**config.mk**
```make
export PLATFORM = sky130hd
export DESIGN_NAME = seg7_bcd_encoder
export DESIGN_NICKNAME = d
export VERILOG_FILES = /design/src/rtl/seg7_pkg.sv /design/src/rtl/seg7_digit_enc.sv /design/src/rtl/seg7_bcd_encoder.sv
export SDC_FILE = /design/constraint.sdc
export NUM_CORES = 1
export LEC_CHECK = 0
export ABC_CLOCK_PERIOD_IN_PS = 7310
export CORE_MARGIN = 4
export CORE_UTILIZATION = 40
export CTS_BUF_LIST = sky130_fd_sc_hd__clkbuf_8 sky130_fd_sc_hd__clkbuf_16
export CTS_CLUSTER_DIAMETER = 30
export DETAILED_ROUTE_END_ITERATION = 10
export DONT_BUFFER_PORTS = 1
export GPL_TIMING_DRIVEN = 0
export PLACE_DENSITY_LB_ADDON = 0.15
export SLEW_MARGIN = 20
export SYNTH_ARGS = -nofsm -noshare
export SYNTH_HDL_FRONTEND = slang
export SYNTH_SLANG_ARGS = --single-unit
```
**constraint.sdc**
```tcl
create_clock -name clk -period 7.31 [get_ports clk]
set_input_delay 1.462 -clock clk [delete_from_list [all_inputs] [get_ports clk]]
set_output_delay 1.462 -clock clk [all_outputs]
set_load 0.02 [all_outputs]
```
**src/rtl/seg7_pkg.sv**
```systemverilog
// Shared constants for the seven-segment BCD encoder: active-low segment
// codes in {dp,g,f,e,d,c,b,a} order, FSM encoding and BCD sizing.
package seg7_pkg;

    localparam logic [7:0] SEG_0     = 8'hC0;
    localparam logic [7:0] SEG_1     = 8'hF9;
    localparam logic [7:0] SEG_2     = 8'hA4;
    localparam logic [7:0] SEG_3     = 8'hB0;
    localparam logic [7:0] SEG_4     = 8'h99;
    localparam logic [7:0] SEG_5     = 8'h92;
    localparam logic [7:0] SEG_6     = 8'h82;
    localparam logic [7:0] SEG_7     = 8'hF8;
    localparam logic [7:0] SEG_8     = 8'h80;
    localparam logic [7:0] SEG_9     = 8'h90;
    localparam logic [7:0] SEG_BLANK = 8'hFF;
    localparam logic [7:0] SEG_DASH  = 8'hBF;

    typedef enum logic [1:0] {
        S_IDLE   = 2'd0,
        S_SHIFT  = 2'd1,
        S_ENCODE = 2'd2
    } state_e;

    // Five digits cover the full 16-bit range (65535).
    localparam int unsigned BCD_DIGITS = 5;
    localparam int unsigned BCD_W      = 4 * BCD_DIGITS;

    // Double-dabble correction: a digit of 5 or more would exceed 9 after
    // doubling, so pre-add 3 to make it carry into the next nibble.
    function automatic logic [3:0] add3(input logic [3:0] d);
        return (d >= 4'd5) ? (d + 4'd3) : d;
    endfunction

endpackage

```
**src/rtl/seg7_digit_enc.sv**
```systemverilog
// One BCD digit to active-low segment code. Non-decimal inputs (10..15)
// produce a blank, which the top uses to blank leading zeros.
module seg7_digit_enc
    import seg7_pkg::*;
(
    input  logic [3:0] digit_i,
    output logic [7:0] code_o
);

    // Table lookup; dp stays off (1) in every entry.
    always_comb begin
        code_o = SEG_BLANK;
        case (digit_i)
            4'd0:    code_o = SEG_0;
            4'd1:    code_o = SEG_1;
            4'd2:    code_o = SEG_2;
            4'd3:    code_o = SEG_3;
            4'd4:    code_o = SEG_4;
            4'd5:    code_o = SEG_5;
            4'd6:    code_o = SEG_6;
            4'd7:    code_o = SEG_7;
            4'd8:    code_o = SEG_8;
            4'd9:    code_o = SEG_9;
            default: code_o = SEG_BLANK;
        endcase
    end

endmodule

```
**src/rtl/seg7_bcd_encoder.sv**
```systemverilog
// Binary to 4-digit seven-segment encoder using a bit-serial double-dabble
// engine (one input bit per clock). Output codes are registered and only
// change in ENCODE, so the scan stage never sees partial results.
//
// Build option: define SEG7_LZ_BLANK_EN to blank leading zero digits
// (units digit always shown).
//
// state    | meaning
// ---------+----------------------------------------------------------
// S_IDLE   | ready; a request captures value and starts conversion
// S_SHIFT  | add-3 then shift, IN_W cycles, requests ignored
// S_ENCODE | register four codes (or dashes on overflow), pulse done
module seg7_bcd_encoder
    import seg7_pkg::*;
#(
    parameter int unsigned IN_W     = 16,
    parameter int unsigned MAX_DISP = 9999
) (
    input  logic            clk,
    input  logic            rst_n,
    input  logic            in_valid,
    output logic            in_ready,
    input  logic [IN_W-1:0] value,
    output logic            busy,
    output logic            done,
    output logic [7:0]      hb_up_code,
    output logic [7:0]      hb_dn_code,
    output logic [7:0]      lb_up_code,
    output logic [7:0]      lb_dn_code
);

    localparam int unsigned CNT_W = 5;

    state_e             state_q, state_d;
    logic [IN_W-1:0]    shreg_q, shreg_d;
    logic [BCD_W-1:0]   bcd_q, bcd_d, bcd_adj;
    logic [CNT_W-1:0]   cnt_q, cnt_d;
    logic [7:0]         hb_up_q, hb_up_d, hb_dn_q, hb_dn_d;
    logic [7:0]         lb_up_q, lb_up_d, lb_dn_q, lb_dn_d;
    logic               done_q, done_d;

    logic [3:0]  d4, d3, d2, d1, d0;
    logic [3:0]  e3, e2, e1;
    logic [7:0]  c3, c2, c1, c0;
    logic [31:0] dec4;
    logic        ovf;
    logic        blank3, blank2, blank1;

    assign d0 = bcd_q[3:0];
    assign d1 = bcd_q[7:4];
    assign d2 = bcd_q[11:8];
    assign d3 = bcd_q[15:12];
    assign d4 = bcd_q[19:16];

    // Overflow check against MAX_DISP in decimal; the ten-thousands digit
    // alone already means the value cannot fit on four digits.
    assign dec4 = 32'(d3) * 32'd1000 + 32'(d2) * 32'd100 + 32'(d1) * 32'd10 + 32'(d0);
    assign ovf  = (d4 != 4'd0) || (dec4 > MAX_DISP);

`ifdef SEG7_LZ_BLANK_EN
    assign blank3 = (d3 == 4'd0);
    assign blank2 = blank3 && (d2 == 4'd0);
    assign blank1 = blank2 && (d1 == 4'd0);
`else
    assign blank3 = 1'b0;
    assign blank2 = 1'b0;
    assign blank1 = 1'b0;
`endif

    // A blanked digit is fed to the encoder as 4'hF, which it maps to FF.
    assign e3 = blank3 ? 4'hF : d3;
    assign e2 = blank2 ? 4'hF : d2;
    assign e1 = blank1 ? 4'hF : d1;

    seg7_digit_enc u_enc3 (.digit_i(e3), .code_o(c3));
    seg7_digit_enc u_enc2 (.digit_i(e2), .code_o(c2));
    seg7_digit_enc u_enc1 (.digit_i(e1), .code_o(c1));
    seg7_digit_enc u_enc0 (.digit_i(d0), .code_o(c0));

    // Per-nibble add-3 correction ahead of each shift.
    always_comb begin
        bcd_adj = '0;
        for (int i = 0; i < int'(BCD_DIGITS); i++) begin
            bcd_adj[4*i +: 4] = add3(bcd_q[4*i +: 4]);
        end
    end

    // Next-state and datapath control.
    always_comb begin
        state_d = state_q;
        shreg_d = shreg_q;
        bcd_d   = bcd_q;
        cnt_d   = cnt_q;
        hb_up_d = hb_up_q;
        hb_dn_d = hb_dn_q;
        lb_up_d = lb_up_q;
        lb_dn_d = lb_dn_q;
        done_d  = 1'b0;

        case (state_q)
            S_IDLE: begin
                if (in_valid) begin
                    shreg_d = value;
                    bcd_d   = '0;
                    cnt_d   = CNT_W'(IN_W);
                    state_d = S_SHIFT;
                end
            end
            S_SHIFT: begin
                // MSB of the corrected accumulator falls off; it is never set
                // because five digits hold any 16-bit value.
                {bcd_d, shreg_d} = {bcd_adj, shreg_q} << 1;
                cnt_d = cnt_q - 1'b1;
                if (cnt_q == CNT_W'(1)) begin
                    state_d = S_ENCODE;
                end
            end
            S_ENCODE: begin
                if (ovf) begin
                    hb_up_d = SEG_DASH;
                    hb_dn_d = SEG_DASH;
                    lb_up_d = SEG_DASH;
                    lb_dn_d = SEG_DASH;
                end else begin
                    hb_up_d = c3;
                    hb_dn_d = c2;
                    lb_up_d = c1;
                    lb_dn_d = c0;
                end
                done_d  = 1'b1;
                state_d = S_IDLE;
            end
            default: begin
                state_d = S_IDLE;
            end
        endcase
    end

    // State and datapath registers; reset blanks the display and aborts
    // any conversion in flight.
    always_ff @(posedge clk or negedge rst_n) begin
        if (!rst_n) begin
            state_q <= S_IDLE;
            shreg_q <= '0;
            bcd_q   <= '0;
            cnt_q   <= '0;
            hb_up_q <= SEG_BLANK;
            hb_dn_q <= SEG_BLANK;
            lb_up_q <= SEG_BLANK;
            lb_dn_q <= SEG_BLANK;
            done_q  <= 1'b0;
        end else begin
            state_q <= state_d;
            shreg_q <= shreg_d;
            bcd_q   <= bcd_d;
            cnt_q   <= cnt_d;
            hb_up_q <= hb_up_d;
            hb_dn_q <= hb_dn_d;
            lb_up_q <= lb_up_d;
            lb_dn_q <= lb_dn_d;
            done_q  <= done_d;
        end
    end

    assign in_ready   = (state_q == S_IDLE);
    assign busy       = (state_q != S_IDLE);
    assign done       = done_q;
    assign hb_up_code = hb_up_q;
    assign hb_dn_code = hb_dn_q;
    assign lb_up_code = lb_up_q;
    assign lb_dn_code = lb_dn_q;

endmodule

```
### After elaboration in Yosys (flattened, before gate mapping)

Memory sizes are Yosys's and may differ from the RTL's.
Index checks and enable logic that the tools add are counted.
Widths: inputs -> output; s select.

* output and inout port bits: 35
* memories: 4
* bits in read-only memories: 448
* input port bits: 19
* register bits after elaboration: 76
* word-level logic and storage cells: 62

Memories
* (no name shown): words 16, width 7, rd ports 1, clocked after memory_dff 0, write ports 0, line seg7_digit_enc.sv:13 `case (digit_i)`
* (no name shown): words 16, width 7, rd ports 1, clocked after memory_dff 0, write ports 0, line seg7_digit_enc.sv:13
* (no name shown): words 16, width 7, rd ports 1, clocked after memory_dff 0, write ports 0, line seg7_digit_enc.sv:13
* (no name shown): words 16, width 7, rd ports 1, clocked after memory_dff 0, write ports 0, line seg7_digit_enc.sv:13

* magnitude comparators: 6
* reduce and logical (&&, ||, !) cells: 7
* mux-type cells: 19
* $mul: 3
* add/sub/neg operators: 9
* equal/unequal tests: 5

Operators with widths (number)
* $pmux 20 s2: 1
* $mux 8: 4
* $pmux 16 s2: 1
* $ge 4x3->1 const B: 5
* $mux 20: 1
* $add 16x4->17: 1
* $gt 17x14->1 const B: 1
* $add 15x8->16: 1
* $add 4x2->4 const B: 4
* $mux 16: 1
* $mux 4: 4
* $add 14x11->15: 1
* $mul 4x7->11 const B: 1
* $pmux 5 s2: 1
* $mul 4x5->9 const B: 1
* $mul 4x3->7 const B: 1
* $eq 5x1->1 const B: 1
* $mux 5: 1
* $sub 5x1->5 const B: 1
* $mux 2: 2
* $ne 2x2->1 const B: 2
* $pmux 2 s2: 1
* $reduce_and 2->1: 2
* $reduce_bool 2->1: 2
* 8 further kinds: 8

### Depth between registers and ports, before layout

Gate-level depths: netlist of run 1.

* depth in word-level cells: 7
* mapped depth: 21
* gate-level depth less buffers: 19

### By module

From an unflattened synthesis of run 1, not the netlist that was laid out.

* cells, all modules: 639
* area total of the unflattened synthesis: 6070.8 µm²

Modules (own cells, without submodules)
* seg7_bcd_encoder: sequential area each 1941.9 µm², area each 5195.0 µm², cells each 501, times used 1
* seg7_digit_enc at u_enc0 ...: sequential area each 0.0 µm², area each 221.5 µm², cells each 35, times used 3
* seg7_digit_enc at u_enc2: sequential area each 0.0 µm², area each 211.5 µm², cells each 33, times used 1

### Least setup slack after synthesis of run 1

No wires, ideal clock.

* path type: flip-flop to flip-flop
* start: reg bcd_q[14]
* end: reg hb_dn_q[0], in the netlist hb_dn_code[0]
* data required time: 7.226 ns
* data arrival time: 4.747 ns
* stages on the path, launching flop included: 18
* slack: 2.479 ns
* path buffers: 2
* cells stage by stage: dfrtp_1 clkbuf_1 inv_1 ha_1 fa_1 inv_1 fa_1 fa_1 inv_1 ha_1 ha_1 o2111a_1 a31o_2 a21oi_1 nor2_4 buf_2 a211oi_1 a21oi_2

* cells in the longest elaborated chain, start to end: 7

Ends and longest elaborated chain
* start, declared: line seg7_bcd_encoder.sv:36 `logic [BCD_W-1:0] bcd_q, bcd_d, bcd_adj;`
* start signal, assigned: line seg7_bcd_encoder.sv:145 `bcd_q <= '0;`
* start signal, assigned: line seg7_bcd_encoder.sv:155 `bcd_q <= bcd_d;`
* $mul 4x7->11: line seg7_bcd_encoder.sv:57 `assign dec4 = 32'(d3) * 32'd1000 + 32'(d2) * 32'd100 + 32'(d1) * 32'd10 + 32'(d0);`
* $add 14x11->15: line seg7_bcd_encoder.sv:57
* $add 15x8->16: line seg7_bcd_encoder.sv:57
* $add 16x4->17: line seg7_bcd_encoder.sv:57
* $gt 17x14->1: line seg7_bcd_encoder.sv:58 `assign ovf = (d4 != 4'd0) || (dec4 > MAX_DISP);`
* $logic_or 1x1->1: line seg7_bcd_encoder.sv:58
* $mux 8: line seg7_bcd_encoder.sv:119 `if (ovf) begin`
* end signal, assigned: line seg7_bcd_encoder.sv:158 `hb_dn_q <= hb_dn_d;`
* end, declared: line seg7_bcd_encoder.sv:38 `logic [7:0] hb_up_q, hb_up_d, hb_dn_q, hb_dn_d;`

Every way passes these cells.
A chain may end at the register's enable or synchronous reset.

### Worst setup path after layout of run 1

* start: reg bcd_q[14]
* end: reg hb_dn_q[3], in the netlist hb_dn_code[3]

Same word-level chain as after synthesis.

==> impl_metrics.py, run 1 <==
metrics = {
    "run_status": {
        "status": "complete, no violations",
    },
    "route": {
        "drt-met1-wl_microns": 5987,
        "wl_met3_microns": 814,
        "dr_wl_met2_microns": 6003,
        "drtAntennaViolNets": 0,
        "via_count": 4387,
        "drt-total-wl_microns": 12970,
        "post_drt_wl_per_cell_microns": 15.58,
        "dr.pass1.iters": 4,
        "highest_layer": "met4",
        "first_iter_violations": 295,
        "vias_per_cell": 5.273,
        "drcViolationCount": 0,
    },
    "floorplan": {
        "initial_core_util_pct": 41.02,
        "die_h_microns": 127.8,
        "coreArea_sq_mm": 0.01399,
        "die_x_microns": 127.8,
        "num_rows": 43,
        "io-pin-count": 54,
        "design.die.area_sq_mm": 0.01633,
    },
    "synth": {
        "yosysTopAreaCell": "dfrtp_1",
        "yosysTopAreaCellShare_pct": 19.19,
        "synth_edf_count": 0,
        "ys_warn_count": 0,
        "avgSynthCellArea_sq_um": 9.065,
        "synthCells": 633,
        "synth.area.top_cells": "dfrtp_1, ha_1, dfstp_2",
        "netlist_area_sq_mm": 0.005738,
        "synth_flop_cell": "dfrtp_1",
        "async_flop_share_pct": 100.0,
        "ys_ff_latch": 72,
        "ys_types": 59,
        "ys_seq_area_share_pct": 32.01,
    },
    "worst_setup_path": {
        "required_ns": 7.56,
        "cp_max_fo": 10,
        "rrSetupSlack_ns": 1.79,
        "start_kind": "flip-flop",
        "cp_num_buf_inv": 4,
        "worstSetupPathType": "flip-flop to flip-flop",
        "crit_path_end_kind": "flip-flop",
        "slowest_delay_ns": 0.59,
        "crit_arrival_ns": 5.77,
        "critical-path-top-delay-family": "adder cells",
        "crit_chain": "clkbuf_1 -> inv_1 -> ha_1 -> fa_1 -> inv_1 -> fa_1 -> fa_1 -> inv_1 -> ha_1 -> ha_1 -> o2111a_1 -> a31o_2 -> a21oi_1 -> nor2_4 -> a2111oi_0 -> a21oi_1",
        "cp_slowest_cell": "dfrtp_1",
    },
    "global_routing": {
        "antenna_found_initial": 0,
        "grt_max_degree": 73,
        "overflow": 0,
        "grt_use_total_pct": 16.62,
        "grt_pass1_vias": 4512,
        "grt_pass1_wl_microns": 22110,
    },
    "clock_tree": {
        "cts_buffers": 9,
        "cts_setup_buffers": 0,
        "path_clk_slew_ns": 0.06,
        "cts_tree": "built",
        "cts_root_buffer": "clkbuf_16",
        "hold_buffers": 0,
        "post_cts_resized": 0,
        "cts_buffer_depth": 2,
        "clock-sinks": 72,
        "htree_levels": 3,
        "clkLatencyLatePin_ns": 0.34,
    },
    "flow_run": {
        "cap_violations": 0,
    },
    "layout": {
        "antenna-diode-count": 0,
        "drive_gt1_share_pct": 11.20,
        "nets": 764,
        "mostFrequentLayoutCell": "ha_1",
        "fill_cells": 1366,
        "area_growth_pct": 9.224,
        "mostFrequentLayoutCells": "ha_1, nand2_1, a21oi_1",
    },
    "timing": {
        "finalHoldViolCount": 0,
        "fin_crit_sh_pct": 75.57,
        "clock-skew-final_ns": 0.007236,
        "worst_pin_slew_ns": 0.6840,
        "fin_setup_tns_ns": 0,
        "slew_viol_final": 0,
        "rsz0062_at_grt": "no",
        "setup_viol": 0,
        "fmax_mhz": 181.0,
        "fin_crit_ns": 5.524,
        "max-slew-margin-rel_pct": 54.40,
    },
    "placement": {
        "hpwlAfterDp_microns": 9864,
        "gp_congestion": 0.8122,
        "port_buffers": 0,
    },
    "worst_hold_path": {
        "min_path_type": "flip-flop to flip-flop",
    },
}
-- area by class of cell --
type	instances	area, sq um	area share (%)
Inverter	43	161.4	2.575
Tap cell	180	225.2	3.594
Sequential cell	72	1837	29.31
Clock inverter	5	28.78	0.4592
Buffer	32	157.7	2.515
Multi-Input combinational cell	489	3593	57.34
Clock buffer	11	264.0	4.212
-- flip-flops by register name (all words and copies together) (netlist names), 2 cells and up --
register    count
lb_dn_code      7
state_q         2
bcd_q          20
hb_up_code      7
lb_up_code      7
cnt_q           5
shreg_q        16
hb_dn_code      7
-- per-layer routing --
layer	vias to the layer above	global-route usage, %
met4	0	4.931
met1	2067	22.65
li1	2207	-
met5	-	0
met3	14	4.042
met2	99	26.25
-- tightest hold or removal path, stage by stage (launching register included) --
cell     delay (ns)
dfrtp_1        0.34
nand2_1        0.05
nand2_1        0.05
-- path summary, 6_finish.rpt --
check,cells after the start,end,start
max,16,hb_dn_code[3]$_DFFE_PN1P_,bcd_q[14]$_DFFE_PN0P_
min,2,shreg_q[10]$_DFFE_PN0P_,shreg_q[10]$_DFFE_PN0P_
max reg2reg,16,hb_dn_code[3]$_DFFE_PN1P_,bcd_q[14]$_DFFE_PN0P_
min reg2reg,2,shreg_q[10]$_DFFE_PN0P_,shreg_q[10]$_DFFE_PN0P_
max in group asynchronous,0,lb_dn_code[6]$_DFFE_PN1P_,rst_n
min in group asynchronous,0,bcd_q[15]$_DFFE_PN0P_,rst_n
-- cells by family after synthesis --
group           count (synthesis)  share of synthesized area, %
compound gates                163                         18.53
flops                          72                         32.01
fa+ha+maj                      98                         23.59
xor+xnor                       28                         4.405
other cells                     1                       0.06535
simple gates                  190                         14.78
mux                             6                         1.047
buf+inv                        75                         5.560
-- synthesized netlist by cell type (all sizes together), types with 12 or more instances --
master / count
ha: 81
a21oi: 73
nand2: 69
nor2: 53
dfrtp: 44
inv: 41
o21ai: 37
dfstp: 28
nor3: 24
clkbuf: 20
nand3: 20
xnor2: 18
fa: 17
a22oi: 16
buf: 12
-- per-stage QoR --
step | utilization (%) | hold slack, ns | setup WS (ns) | cells | area [sq um]
2_1_floorplan | - | 0.4458 | 2.479 | 636 | 5749
6_report | 44.80 | 0.4714 | 1.786 | 832 | 6267
4_1_cts | 44.80 | 0.4778 | 1.791 | 832 | 6267
5_1_grt | 44.80 | 0.4949 | 1.312 | 832 | 6267
3_5_place_dp | 42.71 | 0.4630 | 1.817 | 816 | 5974
3_3_place_gp | 42.71 | 0.4594 | 1.880 | 816 | 5974
Power of run 1 is not shown: default switching activity piles up to over one toggle a cycle in this logic, so the estimate is an artifact.
==> inputs of run 2 (changes only) <==
ABC_CLOCK_PERIOD_IN_PS = 5500   (was 7310)
clock period = 5.5 ns   (was 7.31 ns; I/O delays follow)
==> impl_metrics.py, run 2 (synthesized netlist as in run 1, its figures left out) <==
metrics = {
    "timing": {
        "fin_crit_sh_pct": 93.71,
        "fin_setup_tns_ns": 0,
        "worst_pin_slew_ns": 0.6647,
        "setup_viol": 0,
        "fmax_mhz": 194.0,
        "finalHoldViolCount": 0,
        "hold_ws_ns": 0.4464,
        "fin_crit_ns": 5.154,
        "slew_viol_final": 0,
        "rsz0062_at_grt": "no",
        "max-slew-margin-rel_pct": 55.69,
        "clock-skew-final_ns": 0.007137,
    },
    "floorplan": {
        "num_rows": 43,
        "die_h_microns": 127.8,
        "coreArea_sq_mm": 0.01399,
        "initial_core_util_pct": 41.02,
        "io-pin-count": 54,
        "die_x_microns": 127.8,
        "design.die.area_sq_mm": 0.01633,
    },
    "clock_tree": {
        "path_clk_slew_ns": 0.06,
        "clkLatencyLatePin_ns": 0.34,
        "cts_buffer_depth": 2,
        "clock-sinks": 72,
        "cts_tree": "built",
        "cts_root_buffer": "clkbuf_16",
        "htree_levels": 3,
        "cts_buffers": 9,
    },
    "layout": {
        "antenna-diode-count": 0,
        "mostFrequentLayoutCells": "ha_1, nand2_1, a21oi_1",
        "drive_gt1_share_pct": 12.23,
        "multiInputGateArea_sq_mm": 0.003605,
        "regArea_sq_mm": 0.001839,
        "largest_reg_flops": 20,
        "nets": 766,
        "layoutNonFillerInstCount": 834,
        "largest_register": "bcd_q",
        "mostFrequentLayoutCell": "ha_1",
        "area_growth_pct": 9.965,
        "fill_cells": 1362,
        "reg_top3": "bcd_q (20), shreg_q (16)",
    },
    "worst_setup_path": {
        "start_kind": "flip-flop",
        "worstSetupPathType": "flip-flop to flip-flop",
        "required_ns": 5.77,
        "crit_arrival_ns": 5.42,
        "cp_max_fo": 10,
        "crit_path_end_kind": "flip-flop",
    },
    "global_routing": {
        "antenna_found_initial": 0,
        "grt_pass1_vias": 4512,
        "grt_use_total_pct": 16.62,
        "overflow": 0,
        "grt_max_degree": 73,
        "grt_pass1_wl_microns": 22110,
    },
    "route": {
        "drcViolationCount": 0,
        "post_drt_wl_per_cell_microns": 15.54,
        "vias_per_cell": 5.272,
        "via_count": 4397,
        "drtAntennaViolNets": 0,
        "first_iter_violations": 259,
        "dr.pass1.iters": 5,
        "drt-total-wl_microns": 12960,
    },
    "flow_run": {
        "cap_violations": 0,
    },
    "worst_hold_path": {
        "min_path_type": "input pin to asynchronous set/reset pin",
    },
    "run_status": {
        "status": "complete, no violations",
    },
    "placement": {
        "dp_cells": 816,
        "hpwlAfterDp_microns": 9864,
        "port_buffers": 0,
        "gp_congestion": 0.8122,
    },
}
==> run 2: changes by cell type in the layout (fill, tap and decap cells not counted), sizes merged <==
cell / change
buf: +2
==> run 2: what timing repair did <==
item / CTS / global route
hold buffers: 0 / 0
setup endpoints to repair: 7 / 28
pin swaps: 0 / 1
cloned: 0 / 0
setup buffers: 0 / 2
endpoints found under the hold margin: 0 / 0
gates resized for setup: 1 / 5
==> run 2: final timing paths <==
check | start | to | slack (ns) | depth (start not counted)
max | bcd_q[14]$_DFFE_PN0P_ | hb_dn_code[2]$_DFFE_PN1P_ | 0.35 | 21
min | rst_n | bcd_q[13]$_DFFE_PN0P_ | 0.45 | 0
max reg2reg | bcd_q[14]$_DFFE_PN0P_ | hb_dn_code[2]$_DFFE_PN1P_ | 0.35 | 21
min reg2reg | shreg_q[10]$_DFFE_PN0P_ | shreg_q[10]$_DFFE_PN0P_ | 0.47 | 2
max in group asynchronous | rst_n | lb_dn_code[6]$_DFFE_PN1P_ | 4.85 | 0
min in group clk | shreg_q[10]$_DFFE_PN0P_ | shreg_q[10]$_DFFE_PN0P_ | 0.47 | 2
==> run 2: worst max-delay path: stages (launching register included) <==
cell and delay (ns):
dfrtp_2 0.50, clkbuf_2 0.26, inv_1 0.14, ha_1 0.31, fa_1 0.54, inv_1 0.07, fa_1 0.46, nor2_1 0.11
o21ai_0 0.11, nand2_1 0.10, xnor2_1 0.12, ha_1 0.25, ha_1 0.29, ha_1 0.38, nand2_1 0.11, o21ai_0 0.26
nor2_1 0.09, o21ai_0 0.22, xnor2_1 0.21, o21ai_4 0.20, buf_6 0.19, a21oi_1 0.14
==> run 2: per-layer routing <==
metal  share of wire [%]  wire (microns)  up-vias  global-route usage [%]
li1                    -               -     2214                       -
met1                  47            6110     2062                   22.65
met2                  46            5933      103                   26.25
met3                 5.3             689       18                   4.042
met4                 1.8             231        0                   4.931
met5                   0               0        -                       0
==> run 2: metrics by stage <==
| step | setup slack (ns) | cell area (sq um) | util [%] |
|---|---|---|---|
| after floorplan | 0.6690 | 5749 | - |
| after global placement | 0.07035 | 5974 | 42.71 |
| after detailed placement | 0.006728 | 5974 | 42.71 |
| after CTS | 0.1393 | 6269 | 44.81 |
| after global routing | 0.0003517 | 6310 | 45.11 |
| final | 0.3460 | 6310 | 45.11 |
==> run 2: layout make-up <==
type / count / share of cell area, %
Timing Repair Buffer: 2 / 0.4362
Sequential cell: 72 / 29.15
Buffer: 32 / 2.518
Inverter: 43 / 2.558
Tap cell: 180 / 3.569
Multi-Input combinational cell: 489 / 57.13
Clock buffer: 11 / 4.184
Clock inverter: 5 / 0.4561
Power of run 2 is left out for the same reason.
